$ cat src/rtl/synth_pkg.sv
// Shared constants for the polyphonic sample player: ROM region map,
// pitch prescaler table and the note-to-region decode.
package synth_pkg;

    typedef enum logic {V_IDLE, V_PLAY} voice_state_t;

    // Codes 000, 011 and 111 have no region of their own and fall back to region 0.
    function automatic logic [2:0] region_index(input logic [2:0] code);
        case (code)
            3'b001:  return 3'd1;
            3'b010:  return 3'd2;
            3'b100:  return 3'd3;
            3'b101:  return 3'd4;
            3'b110:  return 3'd5;
            default: return 3'd0;
        endcase
    endfunction

    function automatic int unsigned region_base(input logic [2:0] r);
        case (r)
            3'd1:    return 4096;
            3'd2:    return 8192;
            3'd3:    return 16384;
            3'd4:    return 24576;
            3'd5:    return 32764;
            default: return 0;
        endcase
    endfunction

    // Region 5 is a 4-sample region at the top of the ROM.
    function automatic int unsigned region_len(input logic [2:0] r);
        case (r)
            3'd2:    return 8192;
            3'd3:    return 8192;
            3'd4:    return 8188;
            3'd5:    return 4;
            default: return 4096;
        endcase
    endfunction

    function automatic int unsigned presc_step(input logic [1:0] s);
        case (s)
            2'd0:    return 12714;
            2'd1:    return 12000;
            2'd2:    return 11327;
            default: return 10691;
        endcase
    endfunction

endpackage

$ cat src/rtl/synth_voice.sv
// One playback voice: IDLE/PLAY state, pitch prescaler and ROM position
// within the sample region chosen by the note.
module synth_voice
    import synth_pkg::*;
#(
    parameter int POS_W   = 15,
    parameter int PRESC_W = 16,
    parameter int LOOP    = 0
) (
    input  logic             clk,
    input  logic             rst,
    input  logic             start,
    input  logic             stop,
    input  logic [6:0]       note,
    output logic             playing,
    output logic [POS_W-1:0] pos
);

    voice_state_t         state_q, state_d;
    logic [POS_W-1:0]     pos_q, pos_d, base_q, base_d, end_q, end_d;
    logic [PRESC_W-1:0]   presc_q, presc_d, cnt_q, cnt_d;
    logic [2:0]           region;
    logic                 octave_unused;

    assign region        = region_index({note[4], note[3:2]});
    assign octave_unused = ^note[6:5];

    always_ff @(posedge clk or posedge rst) begin
        if (rst) begin
            state_q <= V_IDLE;
            pos_q   <= '0;
            base_q  <= '0;
            end_q   <= '0;
            presc_q <= '0;
            cnt_q   <= '0;
        end else begin
            state_q <= state_d;
            pos_q   <= pos_d;
            base_q  <= base_d;
            end_q   <= end_d;
            presc_q <= presc_d;
            cnt_q   <= cnt_d;
        end
    end

    always_comb begin
        state_d = state_q;
        pos_d   = pos_q;
        base_d  = base_q;
        end_d   = end_q;
        presc_d = presc_q;
        cnt_d   = cnt_q;
        if (stop) begin
            state_d = V_IDLE;
        end else if (start) begin
            state_d = V_PLAY;
            base_d  = POS_W'(region_base(region));
            pos_d   = POS_W'(region_base(region));
            end_d   = POS_W'(region_base(region) + region_len(region) - 1);
            presc_d = PRESC_W'(presc_step(note[1:0]));
            cnt_d   = '0;
        end else if (state_q == V_PLAY) begin
            if (cnt_q == presc_q) begin
                cnt_d = '0;
                if (pos_q != end_q)
                    pos_d = pos_q + 1'b1;
                else if (LOOP != 0)
                    pos_d = base_q;
                else
                    state_d = V_IDLE;
            end else begin
                cnt_d = cnt_q + 1'b1;
            end
        end
    end

    assign playing = (state_q == V_PLAY);
    assign pos     = pos_q;

endmodule

$ cat src/rtl/poly_synthesizer.sv
// Polyphonic sample player: VOICES voices share one synchronous ROM through
// a round-robin slot schedule; one saturated mix is produced per frame.
module poly_synthesizer
    import synth_pkg::*;
#(
    parameter int VOICES   = 4,
    parameter int POS_W    = 15,
    parameter int SAMPLE_W = 8,
    parameter int PRESC_W  = 16,
    parameter int LOOP     = 0
) (
    input  logic                        clk,
    input  logic                        rst,
    input  logic                        start,
    input  logic                        stop,
    input  logic [$clog2(VOICES)-1:0]   voice,
    input  logic [6:0]                  note,
    output logic [POS_W-1:0]            rom_addr,
    input  logic signed [SAMPLE_W-1:0]  rom_data,
    output logic signed [SAMPLE_W-1:0]  mix_out,
    output logic                        mix_valid,
    output logic [VOICES-1:0]           active
);

    localparam int VW    = $clog2(VOICES);
    localparam int ACC_W = SAMPLE_W + VW;
    localparam logic signed [ACC_W-1:0] MAX_V = ACC_W'(2 ** (SAMPLE_W - 1) - 1);
    localparam logic signed [ACC_W-1:0] MIN_V = ACC_W'(-(2 ** (SAMPLE_W - 1)));

    logic [VOICES-1:0]       playing;
    logic [POS_W-1:0]        pos_arr [VOICES];
    logic [VW-1:0]           slot, slot_d, slot_dd;
    logic                    act_d, act_dd;
    logic signed [ACC_W-1:0] acc, add_val, sum;

    for (genvar g = 0; g < VOICES; g++) begin : g_voice
        synth_voice #(
            .POS_W   (POS_W),
            .PRESC_W (PRESC_W),
            .LOOP    (LOOP)
        ) u_voice (
            .clk     (clk),
            .rst     (rst),
            .start   (start && (voice == VW'(g))),
            .stop    (stop && (voice == VW'(g))),
            .note    (note),
            .playing (playing[g]),
            .pos     (pos_arr[g])
        );
    end

    // Slot tag and active flag travel two stages so they line up with the
    // ROM word that returns one cycle after the registered address.
    assign add_val = act_dd ? ACC_W'(rom_data) : '0;
    assign sum     = ((slot_dd == '0) ? '0 : acc) + add_val;

    always_ff @(posedge clk or posedge rst) begin
        if (rst) begin
            slot      <= '0;
            slot_d    <= '0;
            slot_dd   <= '0;
            act_d     <= 1'b0;
            act_dd    <= 1'b0;
            rom_addr  <= '0;
            acc       <= '0;
            mix_out   <= '0;
            mix_valid <= 1'b0;
            active    <= '0;
        end else begin
            slot     <= slot + 1'b1;
            rom_addr <= pos_arr[slot];
            act_d    <= playing[slot];
            slot_d   <= slot;
            act_dd   <= act_d;
            slot_dd  <= slot_d;
            active   <= playing;
            acc      <= sum;
            if (slot_dd == VW'(VOICES - 1)) begin
                mix_valid <= 1'b1;
                if (sum > MAX_V)
                    mix_out <= MAX_V[SAMPLE_W-1:0];
                else if (sum < MIN_V)
                    mix_out <= MIN_V[SAMPLE_W-1:0];
                else
                    mix_out <= sum[SAMPLE_W-1:0];
            end else begin
                mix_valid <= 1'b0;
            end
        end
    end

endmodule
$ cat config.mk
export PLATFORM = sky130hd
export DESIGN_NAME = poly_synthesizer
export DESIGN_NICKNAME = d
export VERILOG_FILES = /design/src/rtl/synth_pkg.sv /design/src/rtl/synth_voice.sv /design/src/rtl/poly_synthesizer.sv
export SDC_FILE = /design/constraint.sdc
export NUM_CORES = 1
export LEC_CHECK = 0
export BUFFER_PORTS_ARGS = -buffer_cell sky130_fd_sc_hd__buf_2
export CORE_MARGIN = 2
export CORE_UTILIZATION = 45
export CTS_BUF_LIST = sky130_fd_sc_hd__clkbuf_8
export DETAILED_ROUTE_END_ITERATION = 10
export PLACE_DENSITY_LB_ADDON = 0.1
export SYNTH_ARGS = -nofsm -noshare
export SYNTH_HDL_FRONTEND = slang
export SYNTH_HIERARCHICAL = 1
export SYNTH_SLANG_ARGS = --single-unit
$ cat constraint.sdc
create_clock -name clk -period 4.62 [get_ports clk]
set_input_delay 0.924 -clock clk [delete_from_list [all_inputs] [get_ports clk]]
set_output_delay 0.924 -clock clk [all_outputs]
set_load 0.05 [all_outputs]
Word level (Yosys, flattened, before mapping) --
Cells that the tools add are included.
Cells by class: add/subtract/negate cells 18, order comparisons 4, eq/ne operators 24, muxes and demuxes 78, bitwise gates (word level) 5, reduce and logical (&&, ||, !) cells 36
Operator list (number):
- 2-to-1 mux 15 bit | 34
- 2-to-1 mux 16 bit | 12
- one-hot mux 15 bit (5 select lines) | 1
- adder 16 x 1 -> 16 bit, second input constant | 4
- == test 16 bit | 4
- adder 15 x 1 -> 15 bit, second input constant | 4
- adder 15 bit | 4
- != test 15 bit | 4
- subtractor 15 x 1 -> 15 bit, second input constant | 4
- one-hot mux 14 bit (3 select lines) | 1
- one-hot mux 13 bit (3 select lines) | 1
- binary-select mux 15 bit (select 2 bit) | 1
- nonzero test 2 bit | 12
- 2-to-1 mux 1 bit | 22
- 2-to-1 mux 10 bit | 2
- 2-to-1 mux 8 bit | 2
- AND reduction 2 bit | 8
- AND reduction 4 bit | 4
- == test 3 bit, second input constant | 5
- one-hot mux 3 bit (5 select lines) | 1
- adder 10 bit | 1
- greater-than comparator 10 x 8 -> 1 bit, second input constant | 1
- < comparator 10 x 8 -> 1 bit, second input constant | 1
- == test 3 x 2 -> 1 bit, second input constant | 3
- 12 further kinds | 29
Word-level totals: register bits 298, bits of input ports 21, output and inout port bits 28, word-level logic and storage cells 195

Logic depth before layout (Yosys ltp) --
Gate-level depths: netlist of the first run.
depth in word-level cells 9, depth in mapped cells 12, mapped depth without buffers 12

Hierarchy --
Netlist of the first run, hierarchy kept.
By module, submodules not included:
- synth_voice at g_voice[1].u_voice ... | instances 2, cells an instance 317, area an instance 3021.6 um^2, sequential area each 1276.2 um^2
- synth_voice at g_voice[3].u_voice | instances 1, cells an instance 321, area an instance 2937.8 um^2, sequential area each 1276.2 um^2
- synth_voice at g_voice[0].u_voice | instances 1, cells an instance 313, area an instance 2884.0 um^2, sequential area each 1276.2 um^2
- poly_synthesizer | instances 1, cells an instance 196, area an instance 2461.1 um^2, sequential area each 1151.1 um^2

Least setup slack after synthesis of the first run --
Ideal clock, no wire load.
path kind input to register, start input port rom_data[0], end register mix_out[6], setup time 0.128 ns, data arrival time 2.715 ns, data required time 4.492 ns, slack 1.777 ns, cell stages on the path 11, buffers on the path 0, cell sequence and2_1 > ha_1 > inv_1 > fa_1 > nor2b_1 > o2111ai_1 > nand2_1 > nor2_1 > or3_1 > a211oi_1 > a211oi_1
On the way: cells in the longest elaborated chain, start to end 5, elaborated cells between the ends (all ways) 6, those cells by class 1 x add/sub; 2 x order compare; 3 x mux
RTL lines:
- start: declaration | RTL line poly_synthesizer.sv:19 | input logic signed [SAMPLE_W-1:0] rom_data,
- 2-to-1 mux 10 bit (*) | RTL line poly_synthesizer.sv:54 | assign add_val = act_dd ? ACC_W'(rom_data) : '0;
- adder 10 bit (*) | RTL line poly_synthesizer.sv:55 | assign sum = ((slot_dd == '0) ? '0 : acc) + add_val;
- < comparator 10 x 8 -> 1 bit | RTL line poly_synthesizer.sv:82 | else if (sum < MIN_V)
- 2-to-1 mux 8 bit | RTL line poly_synthesizer.sv:82
- 2-to-1 mux 8 bit (*) | RTL line poly_synthesizer.sv:80 | if (sum > MAX_V)
- end signal: assignment | RTL line poly_synthesizer.sv:81 | mix_out <= MAX_V[SAMPLE_W-1:0];
- end signal: assignment | RTL line poly_synthesizer.sv:83 | mix_out <= MIN_V[SAMPLE_W-1:0];
- end signal: assignment | RTL line poly_synthesizer.sv:85 | mix_out <= sum[SAMPLE_W-1:0];
- end: declaration | RTL line poly_synthesizer.sv:20 | output logic signed [SAMPLE_W-1:0] mix_out,
Every way passes the cells marked *; elsewhere a longest branch is shown, timed or not. A chain may end at the register's enable or synchronous reset.

Worst setup path after layout of the first run --
start register slot_dd[1], end register mix_out[1]
On the way: cells in the longest elaborated chain, start to end 6, elaborated cells between the ends (all ways) 8, those cells by class 1 x add/sub; 2 x order compare; 1 x eq/ne; 3 x mux; 1 x reduce/logical
RTL lines:
- start: declaration | RTL line poly_synthesizer.sv:32 | logic [VW-1:0] slot, slot_d, slot_dd;
- start signal: assignment | RTL line poly_synthesizer.sv:75 | slot_dd <= slot_d;
- logical NOT 2 bit (*) | RTL line poly_synthesizer.sv:55
- 2-to-1 mux 10 bit (*) | RTL line poly_synthesizer.sv:55
- adder 10 bit (*) | RTL line poly_synthesizer.sv:55
- named net sum[8] | RTL line poly_synthesizer.sv:34 | logic signed [ACC_W-1:0] acc, add_val, sum;
- < comparator 10 x 8 -> 1 bit | RTL line poly_synthesizer.sv:82
- 2-to-1 mux 8 bit | RTL line poly_synthesizer.sv:82
- 2-to-1 mux 8 bit (*) | RTL line poly_synthesizer.sv:80
Mark *: on every way through the listed nets, which the timed path passes. The rest lies on a longest branch.

==> metrics.md, run 1 <==
| Metric | Value |
|---|---|
| Reg power frac | `42.7%` |
| GRT Overall Usage | `21.6%` |
| Max VDD drop | `237 uV` |
| Pwr Total | `a little under 8 mW` |
| Cell taking the most area after synthesis | `dfrtp_1` |
| Clk pwr share | `between 20 and 30%` |
| Worst-path fanout max | `9` |
| Psw | `2.90 mW` |
| Post_cts resized | `0` |
| Drt pass-1 iters | `5` |
| Final ANT Viol Nets | `0` |
| Vias after detailed routing | `between 10000 and 15000` |
| Core ar. | `around 31000 um^2` |
| CTS clk-pin slew, worst paths | `50 ps` |
| # DRC | `0` |
| Yosys top cell area share | `~44%` |
| DIE HEIGHT | `roughly 180 um` |
| Status | `finished, final reports clean` |
| Share of layout cells above drive strength 1 | `around 14%` |
| Sequential area share after synthesis | `between 40% and 50%` |
| Port buffer count | `46` |
| Ant. Diodes | `0` |
| TritonCTS clock tree | `built` |
| Mux cell area share after synthesis | `roughly 4.2%` |
| Internal power | `4.97 mW` |
| Unrepaired setup endpoints after global routing | `no` |
| Largest net degree at the start of global routing | `52` |
| Die Area | `33300 um^2` |
| Flops & latches, synth | `250` |
| Initial Util | `a little under half` |
| Synthesized-area fraction occupied by adder cells | `between 5 and 6%` |
| EDFF count, synth | `0` |
| First-pass GRT wire length | `57800 um` |
| Cell Chain, Critical Path | `nor2_1 -> nor2b_1 -> ha_1 -> inv_1 -> fa_1 -> nor2b_1 -> o2111ai_1 -> a211o_1 -> nand3_2 -> o21ai_0 -> nand2_1 -> a22o_1` |
| Synth Warn # | `6` |
| Endpoint type of the worst setup path | `register` |
| Clk_lat worst skew | `approximately 560 ps` |
| Standby leakage power | `about 7.1 nW` |
| Minimum clock period | `3110 ps` |
| Wire length per cell | `about 18 um` |
| # hold bufs at CTS | `0` |
| FFs w/ async S/R, synth | `100%` |
| Vias in the first global route | `10600` |
| Commonest cells post-synth | `dfrtp_1, nand2_1, nor2_1, xnor2_1` |
| Nets | `between 1500 and 2000` |
| Crit-path most repeated cell | `nor2b_1` |
| Syn nets | `about 1500` |
| Final Wtd Congestion | `between 0.8 and 0.9` |
| Iteration-0 DRC Markers | `955` |
| Cts bufs inserted | `47` |
| Cell Area, Synth | `about 14000 um^2` |
| Cell variety after synth | `84` |
| Clk buf depth | `3` |
| Total negative slack | `0 ps` |
| Avg Cell Area, Syn | `just under 10 um^2` |
| Worst R2R Setup Slack | `between 1500 and 2000 ps` |
| Xor/xnor share of the synthesized area | `around 8.8%` |
| Crit path required time | `5060 ps` |
| PwrDens | `about 500 nW/um^2` |
| Slew Limit Fails | `0` |
| I/O pins | `between 40 and 50` |
| Final setup viols | `0` |
| TritonCTS sink count | `250` |
| Most frequent cell after synthesis | `dfrtp_1` |
| Hpwl dp | `24000 um` |
| Worst hold path type | `reg -> reg` |
| Synth area leaders | `dfrtp_1, nand2_1, xnor2_1` |
| Rel. slew slack | `between 20 and 30%` |
| Simple-gate share of the synthesized area | `a little over a fifth` |
| Post-CTS setup buffers | `0` |
| Initial antenna violation count | `1` |
| Ys flop type | `dfrtp_1` |
| Synth Instances | `~1500` |
| CTS Root Cell | `clkbuf_8` |
| Worst setup SP type | `register` |
| Hold Vio Cnt, Final | `0` |
| Die X | `roughly 180 um` |
| Vias per std cell | `around 5.6` |
| Worst-margin pin slew | `~1100 ps` |
| Final wirelength | `about 35000 um` |
| Comb power frac | `about 29%` |
| Largest family of logic cells by synthesized area | `simple AND/OR/NAND/NOR gates` |
| H-tree Lvls | `2` |
| Crit path kind | `reg -> reg` |
| Gr ovfl total | `0` |
| Sw frac | `a little under two fifths` |
| Maxcap violations | `0` |
| Worst Skew | `approximately 12 ps` |
| Slowest stage cell, crit path | `nor2_1` |
| Post-synthesis compound-gate area fraction | `13.3%` |
| CP arrival | `3540 ps` |
| Rows | `between 60 and 70` |
| Max stage delay on crit path | `between 500 and 600 ps` |
| Period utilization | `between 60% and 70%` |
| Layout area overhead | `10.7%` |
| Max Clk Rate | `around 320 MHz` |
-- metrics by stage --
stage	area, um^2	worst slack, ps	util, %	hold slack, ps	instances
floorplan	14300	1780	-	331	1464
global placement	14900	1230	47.3	334	1871
detailed placement	14900	1210	47.3	339	1871
CTS	15900	1460	50.4	353	1954
global route	15900	1250	50.4	368	1954
finish	15900	1510	50.4	352	1954
-- registers in the layout (all words and copies together) (netlist names) --
name and cells:
g_voice.u_voice/cnt_q 64, g_voice.u_voice/pos 60, g_voice.u_voice/presc_q 48, g_voice.u_voice/end_q 28, rom_addr 15, acc 10
mix_out 8, active 4, g_voice.u_voice/playing 4, slot 2, slot_d 2, slot_dd 2
act_d 1, act_dd 1, mix_valid 1
-- worst max-delay path, delay by kind of cell, from the launching register on --
| family | cells | cell delay, ps |
|---|---|---|
| compound gates | 4 | 970 |
| fa+ha+maj | 2 | 470 |
| buf+inv | 1 | 90 |
| flops | 1 | 400 |
| simple gates | 5 | 1060 |
-- cell usage in the layout (no fill, tap or decap), drive strengths merged, types with 8 or more instances in the layout --
master   count
a21oi       59
a22o         9
a2bb2oi     28
a31oi       13
and2        13
and3        19
and4        15
buf         68
clkbuf      62
dfrtp      250
fa           8
ha          49
inv         57
mux2        17
mux4        16
nand2      177
nand2b      22
nand3       39
nand4       41
nor2       151
nor2b       15
nor3        29
nor4        45
o21a         9
o21ai       71
o31ai       16
or2          8
xnor2       73
xor2        70
-- logic make-up (layout without fill, tap and decap cells) --
kind of cell | Yosys count | count (layout)
compound gates | 270 | 270
xor+xnor | 143 | 143
fa+ha+maj | 57 | 57
buf+inv | 107 | 195
flops | 250 | 250
mux | 36 | 36
other cells | 3 | 3
simple gates | 598 | 598
-- per-layer routing --
| metal | share of wire [%] | vias up | GRT usage [%] |
|---|---|---|---|
| li1 | - | 5289 | - |
| met1 | 48 | 5357 | 31.5 |
| met2 | 44 | 280 | 32.9 |
| met3 | 5.4 | 57 | 3.69 |
| met4 | 2.4 | 2 | 6.90 |
| met5 | 0.034 | - | 0 |
-- worst paths after layout --
check / endpoint / cells after the start / startpoint
min in group asynchronous: active[3]$_DFF_PP0_ / 2 / rst
max: mix_out[1]$_DFFE_PP0P_ / 12 / slot_dd[1]$_DFF_PP0_
min: slot_dd[1]$_DFF_PP0_ / 0 / slot_d[1]$_DFF_PP0_
max reg2reg: mix_out[1]$_DFFE_PP0P_ / 12 / slot_dd[1]$_DFF_PP0_
max in group asynchronous: g_voice[1].u_voice/cnt_q[7]$_DFFE_PP0P_ / 2 / rst
min reg2reg: slot_dd[1]$_DFF_PP0_ / 0 / slot_d[1]$_DFF_PP0_
-- layout make-up --
cell class | count | area, um^2
Multi-Input combinational cell | 1107 | 7580
Clock inverter | 21 | 114
Timing Repair Buffer | 68 | 395
Clock buffer | 62 | 853
Sequential cell | 250 | 6260
Fill cell | 2928 | 15600
Tap cell | 402 | 503
Inverter | 44 | 165
-- power groups by stage --
| stage | Combinational [mW] | Clock, mW | Sequential (mW) |
|---|---|---|---|
| after global placement | 2.28 | 0 | 3.39 |
| after detailed placement | 2.32 | 0 | 3.39 |
| after global routing | 2.58 | 2.36 | 3.44 |
| final | 2.31 | 2.19 | 3.36 |
| after floorplan | 1.72 | 0 | 3.37 |
| after CTS | 2.33 | 2.26 | 3.36 |
Note: power is estimated with default switching activity, not from simulation.
==> run 2, diff against run 1 <==
==> constraint.sdc (replaced) <==
create_clock -name clk -period 2.85 [get_ports clk]
set_input_delay 0.57 -clock clk [delete_from_list [all_inputs] [get_ports clk]]
set_output_delay 0.57 -clock clk [all_outputs]
set_load 0.05 [all_outputs]
==> run 2 against run 1 <==
  * Maximum frequency up 18%
  * Final cell count up 1.5%
  * Hold slack worse by 0.78 ps
  * First-iteration DRC count down 17%
  * Cell area up 1.7%
  * Combinational power up 68%
  * Via count about the same
  * Clock skew up 9.4 ps
  * Non-clock buffer count up 35
==> metrics.md, run 2 (synthesis results as in run 1) <==
| Metric | Value |
|---|---|
| Filler cells | `2921` |
| Worst hold path type | `reg -> reg` |
| Register Area | `~6300 um^2` |
| Cts bufs inserted | `46` |
| Post-CTS setup buffers | `0` |
| Rel. slew slack | `between 30% and 40%` |
| I/O pins | `49` |
| Status | `finished, final reports clean` |
| WHS Path Cells | `0` |
| Initial Util | `between 40% and 50%` |
| Period utilization | `~93%` |
| Top delay family on crit path | `compound AO/OA/AOI/OAI gates` |
| R2R cell count | `11` |
| Initial antenna violation count | `0` |
| Worst r2r dst | `mix_out[3]$_DFFE_PP0P_` |
| H-tree Lvls | `2` |
| Design area | `approximately 16000 um^2` |
| WP buf/inv | `1` |
| Max reg flops | `64` |
| Worst-path fanout max | `12` |
| Clk buf depth | `3` |
| Most common cell after layout, fill and taps aside | `dfrtp_1` |
| Gr ovfl total | `0` |
| Port buffer count | `46` |
| Final setup viols | `0` |
| Final ANT Viol Nets | `0` |
| Layout area overhead | `12.6%` |
| TritonCTS sink count | `250` |
| CP arrival | `roughly 3100 ps` |
| Reg-to-Reg Start | `slot_dd[1]$_DFF_PP0_` |
| # DRC | `0` |
| Worst-margin pin slew | `approximately 1000 ps` |
| Clk_lat worst skew | `~560 ps` |
| Slew Limit Fails | `0` |
| Largest net degree at the start of global routing | `52` |
| Hold Startpoint | `slot_d[0]$_DFF_PP0_` |
| DP Area | `15200 um^2` |
| Die Area | `roughly 33000 um^2` |
| First-pass GRT wire length | `around 60000 um` |
| Core ar. | `31500 um^2` |
| Unrepaired setup endpoints after global routing | `no` |
| Vias after detailed routing | `~11000` |
| Nets | `around 1600` |
| Biggest register | `g_voice.u_voice/cnt_q` |
| Vias per std cell | `roughly 5.5` |
| Share of layout cells above drive strength 1 | `around 16%` |
| Final wirelength | `roughly 36000 um` |
| Hpwl dp | `around 25000 um` |
| Vias in the first global route | `between 10000 and 15000` |
| Max VDD drop | `between 300 and 400 uV` |
| TritonCTS clock tree | `built` |
| Final Wtd Congestion | `0.885` |
| Worst setup SP type | `register` |
| Max stage delay on crit path | `around 400 ps` |
| PwrDens | `between 700 and 800 nW/um^2` |
| Worst R2R Setup Slack | `about 210 ps` |
| CTS clk-pin slew, worst paths | `~60 ps` |
| Most frequent cells in the layout | `dfrtp_1, nand2_1, nor2_1, xnor2_1, xor2_1` |
| Ant. Diodes | `0` |
| Minimum clock period | `2640 ps` |
| Endpoint type of the worst setup path | `register` |
| Max Clk Rate | `between 300 and 400 MHz` |
| Slowest stage cell, crit path | `dfrtp_1` |
| Wire length per cell | `approximately 18 um` |
| Die X | `182 um` |
| Maxcap violations | `0` |
| Cell Chain, Critical Path | `nor2_2 -> buf_4 -> nor2b_1 -> ha_1 -> a21o_1 -> a31o_2 -> a21oi_2 -> xnor2_4 -> o21a_1 -> nor2_1 -> o31ai_1` |
| CTS Root Cell | `clkbuf_8` |
| Multi-input gate area | `between 7000 and 8000 um^2` |
| Crit path kind | `reg -> reg` |
| Rows | `65` |
| DIE HEIGHT | `approximately 180 um` |
| Crit path required time | `3300 ps` |
| WHS Endpoint | `slot_dd[0]$_DFF_PP0_` |
| Iteration-0 DRC Markers | `between 700 and 800` |
| GRT Overall Usage | `between 20% and 30%` |
| Drt pass-1 iters | `5` |
| Hold Vio Cnt, Final | `0` |
| Standby leakage power | `~7.2 nW` |
| Total negative slack | `0 ps` |
| Worst Skew | `between 20 and 25 ps` |
run 2: cell count changes in the layout (fill, tap and decap cells not counted), moves of 2 or more:
cell      delta
inv_1        -3
buf_4       +32
buf_12       +2
clkbuf_8     -2
run 2: final cells by class:
class	instances	share of cell area (%)
multi-input cells	1107	47.1
flip-flops and latches	250	38.8
clock buffers	60	5.12
repair buffers	103	4.25
well taps	402	3.12
inverters	44	1.02
clock inverters	18	0.636
run 2: power by group:
part           switching [mW]  internal (mW)  total, mW
Combinational            2.16           1.73       3.89
Sequential               1.08           4.39       5.47
Clock                    1.50           1.96       3.46
Total                    4.75           8.08       12.8
run 2: timing repair:
item	4_1_cts	5_1_grt
hold endpoints to repair	2	0
hold buffers	1	0
resized for setup	0	4
endpoints found under the setup margin	0	8
run 2: worst max path at each step:
stage               cells after the start                  from                      to  slack (ps)
floorplan                              11           rom_data[0]  mix_out[6]$_DFFE_PP0P_         360
CTS                                    10  slot_dd[1]$_DFF_PP0_  mix_out[2]$_DFFE_PP0P_           6
global route                           11  slot_dd[1]$_DFF_PP0_  mix_out[3]$_DFFE_PP0P_          20
global placement                       10  slot_dd[1]$_DFF_PP0_  mix_out[4]$_DFFE_PP0P_          60
finish                                 11  slot_dd[1]$_DFF_PP0_  mix_out[3]$_DFFE_PP0P_         210
detailed placement                     10  slot_dd[1]$_DFF_PP0_  mix_out[2]$_DFFE_PP0P_          20
run 2: routing by layer:
layer | part of all wire, % | up-vias | global-route usage (%)
li1 | - | 5358 | -
met1 | 48 | 5332 | 32.1
met2 | 45 | 239 | 33.9
met3 | 5.0 | 49 | 3.97
met4 | 2.0 | 0 | 5.61
met5 | 0 | - | 0
run 2: metrics by stage:
step / total power, mW / setup slack, ps / utilization (%) / instances / hold WS, ps
after floorplan: 8.24 / 361 / - / 1464 / 331
after global placement: 9.29 / 64.7 / 48.2 / 1905 / 336
after detailed placement: 9.37 / 17.2 / 48.2 / 1905 / 337
after CTS: 12.9 / 6.07 / 51.2 / 1984 / 351
after global routing: 13.7 / 22.1 / 51.3 / 1984 / 361
final: 12.8 / 208 / 51.3 / 1984 / 351
run 2: worst register-to-register path: cells and delay by family, from the launching register on:
kind            cells  cell delay [ps]
buf+inv             1              190
flops               1              400
compound gates      5             1070
xor+xnor            1              250
fa+ha+maj           1              310
simple gates        3              340
==> run 3, diff against run 2 <==
--- a/config.mk
+++ b/config.mk
@@ -6,9 +6,12 @@
 export NUM_CORES = 1
 export LEC_CHECK = 0
 export BUFFER_PORTS_ARGS = -buffer_cell sky130_fd_sc_hd__buf_2
+export CELL_PAD_IN_SITES_DETAIL_PLACEMENT = 2
+export CELL_PAD_IN_SITES_GLOBAL_PLACEMENT = 2
 export CORE_MARGIN = 2
-export CORE_UTILIZATION = 45
+export CORE_UTILIZATION = 38
 export CTS_BUF_LIST = sky130_fd_sc_hd__clkbuf_8
+export CTS_CLUSTER_SIZE = 25
 export DETAILED_ROUTE_END_ITERATION = 10
 export PLACE_DENSITY_LB_ADDON = 0.1
 export SYNTH_ARGS = -nofsm -noshare
==> run 3 against run 2 <==
  * Cell area increased by 1.5%
  * First-iteration DRC count shrank 37%
  * Setup slack gained 8.3 ps
  * Largest cell class unchanged
  * Largest power group unchanged
==> metrics.md, run 3 (synthesis results as in run 1) <==
| Metric | Value |
|---|---|
| Filler cells | `~4000` |
| Vias in the first global route | `about 13000` |
| Psw | `slightly above 5 mW` |
| Die Area | `slightly below 40000 um^2` |
| Crit path kind | `reg -> reg` |
| Clk pwr share | `a little over a quarter` |
| Clk_lat worst skew | `approximately 610 ps` |
| Hold Vio Cnt, Final | `0` |
| Minimum clock period | `2630 ps` |
| I/O pins | `49` |
| Reg power frac | `41.7%` |
| Port buffer count | `between 40 and 50` |
| Clk buf depth | `3` |
| Reg-to-Reg Start | `slot_dd[1]$_DFF_PP0_` |
| CTS Root Cell | `clkbuf_8` |
| Endpoint type of the worst setup path | `register` |
| Design area | `16400 um^2` |
| Ant. Diodes | `0` |
| Sw frac | `between 30 and 40%` |
| PwrDens | `between 800 and 900 nW/um^2` |
| Standby leakage power | `about 7.3 nW` |
| Die X | `~200 um` |
| CTS clk-pin slew, worst paths | `about 60 ps` |
| Most frequent cells in the layout | `dfrtp_1, nand2_1, nor2_1, xnor2_1, xor2_1` |
| Nets | `approximately 1600` |
| TritonCTS clock tree | `built` |
| Slew Limit Fails | `0` |
| DIE HEIGHT | `roughly 200 um` |
| Max reg flops | `between 60 and 70` |
| Status | `finished, final reports clean` |
| Vias after detailed routing | `11600` |
| Biggest register | `g_voice.u_voice/cnt_q` |
| Worst R2R Setup Slack | `~220 ps` |
| Rel. slew slack | `between 20 and 30%` |
| Drt pass-1 iters | `4` |
| Vias per std cell | `5.49` |
| Core ar. | `about 37000 um^2` |
| First-pass GRT wire length | `slightly above 70000 um` |
| Final wirelength | `about 44000 um` |
| TritonCTS sink count | `between 200 and 300` |
| Post-Layout Cell Count | `around 2100` |
| CP arrival | `between 3000 and 4000 ps` |
| WP buf/inv | `1` |
| Period utilization | `between 90% and 100%` |
| GRT Overall Usage | `a little under a quarter` |
| H-tree Lvls | `2` |
| Initial antenna violation count | `1` |
| Gr ovfl total | `0` |
| Comb power frac | `around 32%` |
| Worst Skew | `approximately 23 ps` |
| Cts bufs inserted | `between 40 and 50` |
| Placed Cells | `2025` |
| Slowest stage cell, crit path | `dfrtp_1` |
| Unrepaired setup endpoints after global routing | `no` |
| Iteration-0 DRC Markers | `just under 500` |
| Worst r2r dst | `mix_out[4]$_DFFE_PP0P_` |
| Worst-path fanout max | `11` |
| Largest net degree at the start of global routing | `52` |
| Final setup viols | `0` |
| Worst-margin pin slew | `approximately 1100 ps` |
| Max VDD drop | `377 uV` |
| # DRC | `0` |
| Layout area overhead | `14.3%` |
| Internal power | `roughly 8.1 mW` |
| Max Clk Rate | `380 MHz` |
| Cell Chain, Critical Path | `nor2_4 -> buf_4 -> nor2b_1 -> ha_1 -> a21o_1 -> a31o_2 -> a21oi_2 -> xnor2_4 -> o21a_1 -> nor2_1 -> o31ai_1` |
| Most common cell after layout, fill and taps aside | `dfrtp_1` |
| Top delay family on crit path | `compound AO/OA/AOI/OAI gates` |
| Final Wtd Congestion | `0.821` |
| Worst hold path type | `in -> async` |
| Final ANT Viol Nets | `0` |
| Post-CTS setup buffers | `0` |
| Wire length per cell | `between 20 and 25 um` |
| Worst setup SP type | `register` |
| DP Area | `around 15000 um^2` |
| Critical path depth | `11` |
| Share of layout cells above drive strength 1 | `16.8%` |
| Hpwl dp | `31700 um` |
| # hold bufs at CTS | `0` |
| Initial Util | `between 30% and 40%` |
| Rows | `roughly 70` |
| R2R cell count | `11` |
| Max stage delay on crit path | `around 430 ps` |
| Crit path required time | `3350 ps` |
| Maxcap violations | `0` |
run 3: power groups by stage:
stage               registers [mW]  clock network [mW]  logic [mW]
floorplan                     5.46                   0        2.78
global placement              5.51                   0        4.00
detailed placement            5.55                   0        4.21
CTS                           5.50                3.62        4.28
global route                  5.64                3.77        4.72
finish                        5.50                3.46        4.25
run 3: how the worst max path moves through the flow:
stage	startpoint	to	slack (ps)
2_1_floorplan	rom_data[0]	mix_out[6]$_DFFE_PP0P_	360
3_3_place_gp	slot_dd[1]$_DFF_PP0_	mix_out[2]$_DFFE_PP0P_	60
3_5_place_dp	slot_dd[1]$_DFF_PP0_	mix_out[0]$_DFFE_PP0P_	-70
4_1_cts	act_dd$_DFF_PP0_	mix_out[0]$_DFFE_PP0P_	0.3
5_1_grt	slot_dd[1]$_DFF_PP0_	mix_out[6]$_DFFE_PP0P_	20
6_report	slot_dd[1]$_DFF_PP0_	mix_out[4]$_DFFE_PP0P_	220
run 3: cell type report:
| cell class | instances | area [um^2] | area share, % |
|---|---|---|---|
| Clock buffer | 60 | 826 | 5.04 |
| Clock inverter | 22 | 91.3 | 0.558 |
| Inverter | 44 | 165 | 1.01 |
| Multi-Input combinational cell | 1107 | 7610 | 46.5 |
| Sequential cell | 250 | 6260 | 38.2 |
| Tap cell | 511 | 639 | 3.91 |
| Timing Repair Buffer | 113 | 783 | 4.78 |
run 3: through the flow:
stage	setup slack, ps	total power [mW]	util, %	hold WS (ps)	setup TNS (ps)
3_3_place_gp	62.3	9.51	41.2	332	0
4_1_cts	0.289	13.4	43.7	70.4	0
6_report	216	13.2	43.8	115	0
3_5_place_dp	-69.1	9.77	41.2	336	-217
2_1_floorplan	361	8.24	-	331	0
5_1_grt	24.1	14.1	43.8	98.0	0
run 3: tightest hold or removal path: stages:
cell and delay [ps]:
buf_2 180, inv_2 90, buf_12 270
run 3: metal layers:
metal | GRT usage (%) | wire, um
met1 | 31.5 | 20000
met2 | 38.8 | 21400
met3 | 4.00 | 1880
met4 | 7.63 | 1140
met5 | 0 | 12
run 3: what timing repair did:
item / CTS / global route
resized for setup: 3 / 6
setup endpoints to repair: 6 / 6
hold endpoints to repair: 0 / 0
